$ cat config.mk
export PLATFORM = sky130hd
export DESIGN_NAME = reg_write_uart_tx
export DESIGN_NICKNAME = d
export VERILOG_FILES = /design/src/rtl/reg_write_uart_tx.sv
export SDC_FILE = /design/constraint.sdc
export NUM_CORES = 1
export LEC_CHECK = 0
export BUFFER_PORTS_ARGS = -buffer_cell sky130_fd_sc_hd__buf_2
export CORE_MARGIN = 1.5
export CORE_UTILIZATION = 55
export CTS_CLUSTER_SIZE = 24
export DETAILED_ROUTE_END_ITERATION = 8
export PLACE_DENSITY = 0.75
export RECOVER_POWER = 25
export SYNTH_ARGS = -nofsm -noshare
export SYNTH_HDL_FRONTEND = slang
export SYNTH_SLANG_ARGS = --single-unit
$ cat constraint.sdc
create_clock -name clk_in -period 2.9 [get_ports clk_in]
set_input_delay 0.29 -clock clk_in [delete_from_list [all_inputs] [get_ports clk_in]]
set_output_delay 0.29 -clock clk_in [all_outputs]
set_load 0.03 [all_outputs]
$ cat src/rtl/reg_write_uart_tx.sv
// Host-side UART register-write initiator: one accepted request becomes two
// back-to-back 8N1 frames on tx_out, the address byte first and then the data byte.
module reg_write_uart_tx #(
  parameter int CLKS_PER_BIT = 142,
  parameter int GAP_CYCLES   = 0
) (
  input  logic       clk_in,
  input  logic       rst_in_n,
  input  logic       req_valid_in,
  output logic       req_ready_out,
  input  logic [2:0] req_addr_in,
  input  logic [7:0] req_data_in,
  output logic       tx_out,
  output logic       busy_out,
  output logic       done_out
);

  // A single counter serves as the baud counter and as the gap timer.
  localparam int MAX_CNT = (CLKS_PER_BIT > GAP_CYCLES) ? CLKS_PER_BIT : GAP_CYCLES;
  localparam int CNT_W   = $clog2(MAX_CNT);
  localparam logic [CNT_W-1:0] BAUD_LAST = CNT_W'(CLKS_PER_BIT - 1);
  localparam logic [CNT_W-1:0] GAP_LAST  = CNT_W'((GAP_CYCLES > 0) ? GAP_CYCLES - 1 : 0);

  localparam logic [2:0] IDLE  = 3'd0;
  localparam logic [2:0] START = 3'd1;
  localparam logic [2:0] DATA  = 3'd2;
  localparam logic [2:0] STOP  = 3'd3;
  localparam logic [2:0] GAP   = 3'd4;

  logic [2:0]       state;
  logic [CNT_W-1:0] cnt;
  logic [2:0]       bit_cnt;
  logic [7:0]       shift_reg;
  logic [7:0]       data_byte;
  logic             byte_sel;

  // Each output is registered and is set one cycle ahead of the line state it reflects.
  always_ff @(posedge clk_in or negedge rst_in_n) begin
    if (!rst_in_n) begin
      state         <= IDLE;
      cnt           <= '0;
      bit_cnt       <= '0;
      shift_reg     <= '0;
      data_byte     <= '0;
      byte_sel      <= 1'b0;
      tx_out        <= 1'b1;
      req_ready_out <= 1'b1;
      busy_out      <= 1'b0;
      done_out      <= 1'b0;
    end else begin
      done_out <= 1'b0;
      case (state)
        IDLE: begin
          if (req_valid_in && req_ready_out) begin
            shift_reg     <= {5'b00000, req_addr_in};
            data_byte     <= req_data_in;
            byte_sel      <= 1'b0;
            cnt           <= '0;
            tx_out        <= 1'b0;
            req_ready_out <= 1'b0;
            busy_out      <= 1'b1;
            state         <= START;
          end
        end
        START: begin
          if (cnt == BAUD_LAST) begin
            cnt     <= '0;
            bit_cnt <= '0;
            tx_out  <= shift_reg[0];
            state   <= DATA;
          end else begin
            cnt <= cnt + CNT_W'(1);
          end
        end
        DATA: begin
          if (cnt == BAUD_LAST) begin
            cnt <= '0;
            if (bit_cnt == 3'd7) begin
              tx_out <= 1'b1;
              state  <= STOP;
            end else begin
              bit_cnt   <= bit_cnt + 3'd1;
              tx_out    <= shift_reg[1];
              shift_reg <= {1'b0, shift_reg[7:1]};
            end
          end else begin
            cnt <= cnt + CNT_W'(1);
          end
        end
        STOP: begin
          if (cnt == BAUD_LAST) begin
            cnt <= '0;
            if (!byte_sel) begin
              byte_sel  <= 1'b1;
              shift_reg <= data_byte;
              if (GAP_CYCLES > 0) begin
                state <= GAP;
              end else begin
                tx_out <= 1'b0;
                state  <= START;
              end
            end else begin
              req_ready_out <= 1'b1;
              busy_out      <= 1'b0;
              done_out      <= 1'b1;
              state         <= IDLE;
            end
          end else begin
            cnt <= cnt + CNT_W'(1);
          end
        end
        GAP: begin
          if (cnt == GAP_LAST) begin
            cnt    <= '0;
            tx_out <= 1'b0;
            state  <= START;
          end else begin
            cnt <= cnt + CNT_W'(1);
          end
        end
        default: begin
          state         <= IDLE;
          tx_out        <= 1'b1;
          req_ready_out <= 1'b1;
          busy_out      <= 1'b0;
        end
      endcase
    end
  end

endmodule

# Yosys cells after proc, flatten, opt, wreduce, memory -nomap -nowiden
# Cells that the tools add are included.
[totals]
regBits = 35
latch_bits = 0
ram_bits = 0
mem_bits_ro = 0
inputBits = 14
output_inout_bits = 4
wordCells = 87
memories = 0
[op_classes]
add_sub_neg = 2
n_mul = 0
div = 0
n_lt_le_gt_ge = 0
n_eq_ne = 15
shift = 0
muxes = 42
n_bitwise = 1
reduce_logical = 17
[ops]
columns = ["operator", "count"]
rows = [
  ["8-bit 2-to-1 mux", 8],
  ["8-bit case mux with 3 select lines", 2],
  ["3-bit 2-to-1 mux", 9],
  ["2-bit inequality test (second input constant)", 9],
  ["6-bit AND reduction", 3],
  ["1-bit 2-to-1 mux", 17],
  ["3-bit case mux with 5 select lines", 1],
  ["8-bit by 1-bit adder with 8-bit output (second input constant)", 1],
  ["8-bit == test (second input constant)", 1],
  ["8-bit zero test", 1],
  ["4-bit AND reduction", 2],
  ["3-bit by 2-bit == test with 1-bit output (second input constant)", 2],
  ["3-bit == test (second input constant)", 2],
  ["1-bit case mux with 3 select lines", 2],
  ["3-bit case mux with 2 select lines", 1],
  ["3-bit nonzero test", 2],
  ["3-bit OR reduction", 2],
  ["1-bit case mux with 5 select lines", 1],
  ["2-bit AND reduction", 2],
  ["2-bit nonzero test", 2],
  ["3-bit by 1-bit adder with 3-bit output (second input constant)", 1],
  ["3-bit by 1-bit == test with 1-bit output (second input constant)", 1],
  ["3-bit zero test", 1],
  ["3-bit AND reduction", 1],
  ["3 further kinds", 3],
]

# Depth between registers and ports, before layout
[logic_depth]
word_depth = 4
ltp_mapped = 7
mapped_depth_nobuf = 6

# Least setup slack after synthesis
# No wires, ideal clock.
[synth_path]
path_kind = "register to register"
startpoint = "register cnt[1]"
endpoint = "register shift_reg[0]"
setup_ns = 0.125
t_arrival_ns = 1.877
required_time_ns = 2.775
slack_ns = 0.898
stages_incl_launch_ff = 8
n_path_buf = 1
synth_period_minus_slack_ns = 2.002
cell_sequence = "dfrtp_1 inv_1 ha_1 nand4bb_4 nor3_1 o2111a_1 buf_2 mux2_2"
[synth_between]
elab_chain_cells = 3
word_cells_on_any_way = 4
cone_classes = "3 x eq/ne; 1 x reduce/logical"
[synth_lines]
columns = ["element", "line", "text"]
rows = [
  ["from (decl)", "31", "logic [CNT_W-1:0] cnt;"],
  ["from (signal assigned)", "72", "cnt <= cnt + CNT_W'(1);"],
  ["from (signal assigned)", "87", "cnt <= cnt + CNT_W'(1);"],
  ["from (signal assigned)", "109", "cnt <= cnt + CNT_W'(1);"],
  ["8-bit == test *", "76, 91", ""],
  ["2-bit inequality test (no line)", "-", ""],
  ["6-bit AND reduction (no line) *", "-", ""],
  ["to (signal assigned)", "55", "shift_reg <= {5'b00000, req_addr_in};"],
  ["to (signal assigned)", "84", "shift_reg <= {1'b0, shift_reg[7:1]};"],
  ["to (signal assigned)", "95", "shift_reg <= data_byte;"],
  ["to (decl)", "33", "logic [7:0] shift_reg;"],
]
# Every way passes the cells marked *; elsewhere a longest branch is shown, timed or not.
# A chain may end at the register's enable or synchronous reset.

# Worst setup path in the final report
[layout_path]
startpoint = "register cnt[1]"
endpoint = "register shift_reg[5]"
# Same word-level chain as after synthesis.

==> run summary <==
The checks that failed: max-capacitance violations, max-slew violations. The relative slew slack came out at -21.2%. The synthesized netlist net count is 189. The worst setup path is of the reg2reg kind. The count of buffers added by post-CTS timing repair for setup is 0.

The worst path arrival time came out at 2.55 ns. The launch point of the worst hold path is req_data_in[1]. The number of enable-type register cells in the synthesized netlist came out at 0. After detailed routing, the average wire length per cell comes to 14.9 um. The total count of max-transition violations in the final report was 35. For this design, the CTS-stage hold fixing added 0 buffers. The time the final worst path needs with I/O delays and setup is 2.33 ns.

The first global-routing pass estimated 5920 um of wire. The number of inserted filler cells in the final layout came out at 266. The worst hold path terminates at data_byte[1]$_DFFE_PN0P_. The tool flagged a number of max-cap violations equal to 1. The die outline width is 60.1 um.

The congestion estimate from routability-driven global placement came to 0.816. The overall via count from detail_route is 1320. The initial standard-cell utilization of the core is 58.3%. Global routing finished with a remaining overflow of 0. The hold violation count in the final report was 0.

The reported leakage power is 0.909 nW. In this run the critical register-to-register path is launched from cnt[1]$_DFFE_PN0P_. The part of the cycle the worst path needs came out at 80.4%. Synthesis inferred 34 register bits.

The total instance count after detailed placement is 222. The combined global-route utilization of all metal layers is 22.7%. The number of global-route vias before repair is 1298. The fraction of final layout cells with drive strength greater than 1 came out at 24.7%. The total clock sinks came out at 34.

The worst ir drop on vdd is 279 uV. The vertical die dimension is 60.1 um. The fmax is 0.429 GHz. The worst setup path is captured at a flip-flop.

Setup repair after global routing left no endpoint under its margin. For flop-to-flop paths, the worst setup slack is 0.57 ns. The detailed-placement wirelength estimate is 2510 um. The startpoint kind of the worst setup timing path is a flip-flop. The number of inserted diodes is 0.

The number of gates resized after cts is 0. For this block, the initial DRC count from the detailed router was 71. The utilization of the core after routing is 64.3%. The setup TNS came out at 0 ns. The floorplan die area is 3620 um^2. The end of the worst register-to-register path is shift_reg[5]$_DFFE_PN0P_. The largest net degree at the start of global routing came out at 35. A synthesized cell averages 10.8 um^2. The total CTS buffers came out at 5. The area overhead of the layout relative to synthesis came out at 10.2%. CTS placed an instance of clkbuf_4 at the clock tree root. The distinct cell type count after synthesis came out at 39. The cell count after synthesis came out at 166. The multi-input combinational cell area is 883 um^2.

Port buffering added 17 buffers. Clock-pin slew was measured on the worst setup and hold paths at 0.10 ns. The net count of the finished layout is 208. The transition time at the pin with the least slew margin came out at 1.82 ns.

The first detailed-routing pass ran for 4 iterations. The routed wire length is 3440 um. The core area came out at 3080 um^2. The area of the mapped netlist is 1800 um^2. The remaining antenna violation count after routing is 0. The run finished, with violations left.

The flip-flop cell with the highest count after synthesis is dfrtp_1. Clock latency on the worst-skew pair, taken at its later pin, is 0.33 ns. The number of endpoints failing setup at the final stage is 0. The required time at the endpoint of the critical path came out at 3.12 ns.

The worst hold path class is in2reg. The setup skew after layout came out at 0.00997 ns. TritonCTS built the clock tree. The largest buffer count on any clock path came out at 2.

The number of remaining DRC errors is 0. The average vias per placed instance came out at 5.74. The critical-path maximum fanout is 8.

The async set-or-reset flop fraction in the synthesized netlist is 100%. The power per standard cell area came out at 387 nW/um^2. In the final layout, flip-flops and latches occupy 853 um^2. The Yosys step of the flow raised 0 warnings. Counting instances, the worst hold path has a depth of 2.

The number of levels in the clock H-tree is 2. The count of cells in the finished layout, fillers not included, comes to 230. Measured in cells, the most critical reg-to-reg path has a length of 6. The post-synthesis sequential area ratio came out at 47.5%. The number of antenna violations at the first check in global routing came out at 0. 18 I/O pins were placed. The floorplan has 20 rows.
==> per-layer routing <==
| metal | global-route usage (%) | vias up | wire length, um |
|---|---|---|---|
| met4 | 12.4 | 0 | 49 |
| met1 | 29.5 | 644 | 1560 |
| li1 | - | 643 | - |
| met3 | 4.76 | 4 | 142 |
| met2 | 35.1 | 29 | 1690 |
| met5 | 0 | - | 0 |
==> synthesized netlist by cell type (all sizes together) (3+ instances only) <==
cell type	n	area share, %
a21oi	5	1.4
a22o	8	3.9
a22oi	4	1.7
clkbuf	5	1.0
dfrtp	32	45
ha	9	6.3
inv	8	1.7
mux2	17	11
mux2i	3	1.7
nand2	25	5.2
nor2	3	0.63
o21ai	11	3.1
o31ai	4	1.7
==> worst max path at each step <==
stage                       startpoint  cells past startpoint  slack, ns                        to
floorplan           cnt[1]$_DFFE_PN0P_                      7       0.90  shift_reg[0]$_DFFE_PN0P_
global placement    cnt[1]$_DFFE_PN0P_                      6       0.75  shift_reg[4]$_DFFE_PN0P_
detailed placement  cnt[1]$_DFFE_PN0P_                      6       0.62  shift_reg[4]$_DFFE_PN0P_
CTS                 cnt[1]$_DFFE_PN0P_                      6       0.59  shift_reg[6]$_DFFE_PN0P_
global route        cnt[1]$_DFFE_PN0P_                      6       0.40  shift_reg[6]$_DFFE_PN0P_
finish              cnt[1]$_DFFE_PN0P_                      6       0.57  shift_reg[5]$_DFFE_PN0P_
==> stage by stage <==
stage | total power, W | hold WS (ns) | setup WS, ns | area (um^2)
final | 0.000766 | 0.178 | 0.569 | 1980
after global placement | 0.000503 | 0.395 | 0.745 | 1920
after floorplan | 0.000485 | -0.00559 | 0.898 | 1800
after detailed placement | 0.000503 | 0.402 | 0.615 | 1920
after CTS | 0.000777 | 0.0248 | 0.592 | 1980
after global routing | 0.000803 | 0.165 | 0.402 | 1980
==> cells in the final DEF (no fill, tap or decap), drive strengths merged, types with 2 or more instances in the layout <==
| cell type | instances |
|---|---|
| buf | 18 |
| a21oi | 5 |
| nand3 | 2 |
| nand4 | 2 |
| a22oi | 4 |
| o2bb2ai | 2 |
| or3 | 2 |
| nor3 | 2 |
| dfrtp | 32 |
| o31ai | 4 |
| mux2 | 17 |
| mux2i | 3 |
| o21ai | 11 |
| nor2 | 3 |
| clkbuf | 9 |
| dfstp | 2 |
| ha | 9 |
| a22o | 8 |
| nand2 | 25 |
| inv | 8 |
==> critical path, stage by stage (launching register included) <==
cell and delay [ns]:
dfrtp_1 0.47, inv_1 0.11, ha_1 0.20, nand4bb_4 0.13
nor3_1 0.41, o2111a_1 0.51, mux2_2 0.39
==> area by class of cell <==
type,count,share of cell area (%)
well taps,44,2.78
multi-input cells,117,44.6
flip-flops and latches,34,43.1
clock buffers,8,2.97
repair buffers,19,4.99
inverters,8,1.52
==> where the power goes <==
part	total [W]	leakage (nW)	internal [W]	switching, W
Combinational	0.0000193	0.439	0.00000673	0.0000126
Sequential	0.000474	0.438	0.000474	0
Clock	0.000272	0.0326	0.000120	0.000153
Total	0.000766	0.909	0.000600	0.000165
==> kinds of logic after synthesis <==
family | synth area share [%]
AO/OA/AOI/OAI | 18.2
flip-flops | 47.5
AND/OR/NAND/NOR | 12.2
adder cells (fa/ha/maj) | 6.27
multiplexers | 12.5
buffers and inverters | 3.28
Note: power is estimated with default switching activity, not from simulation.
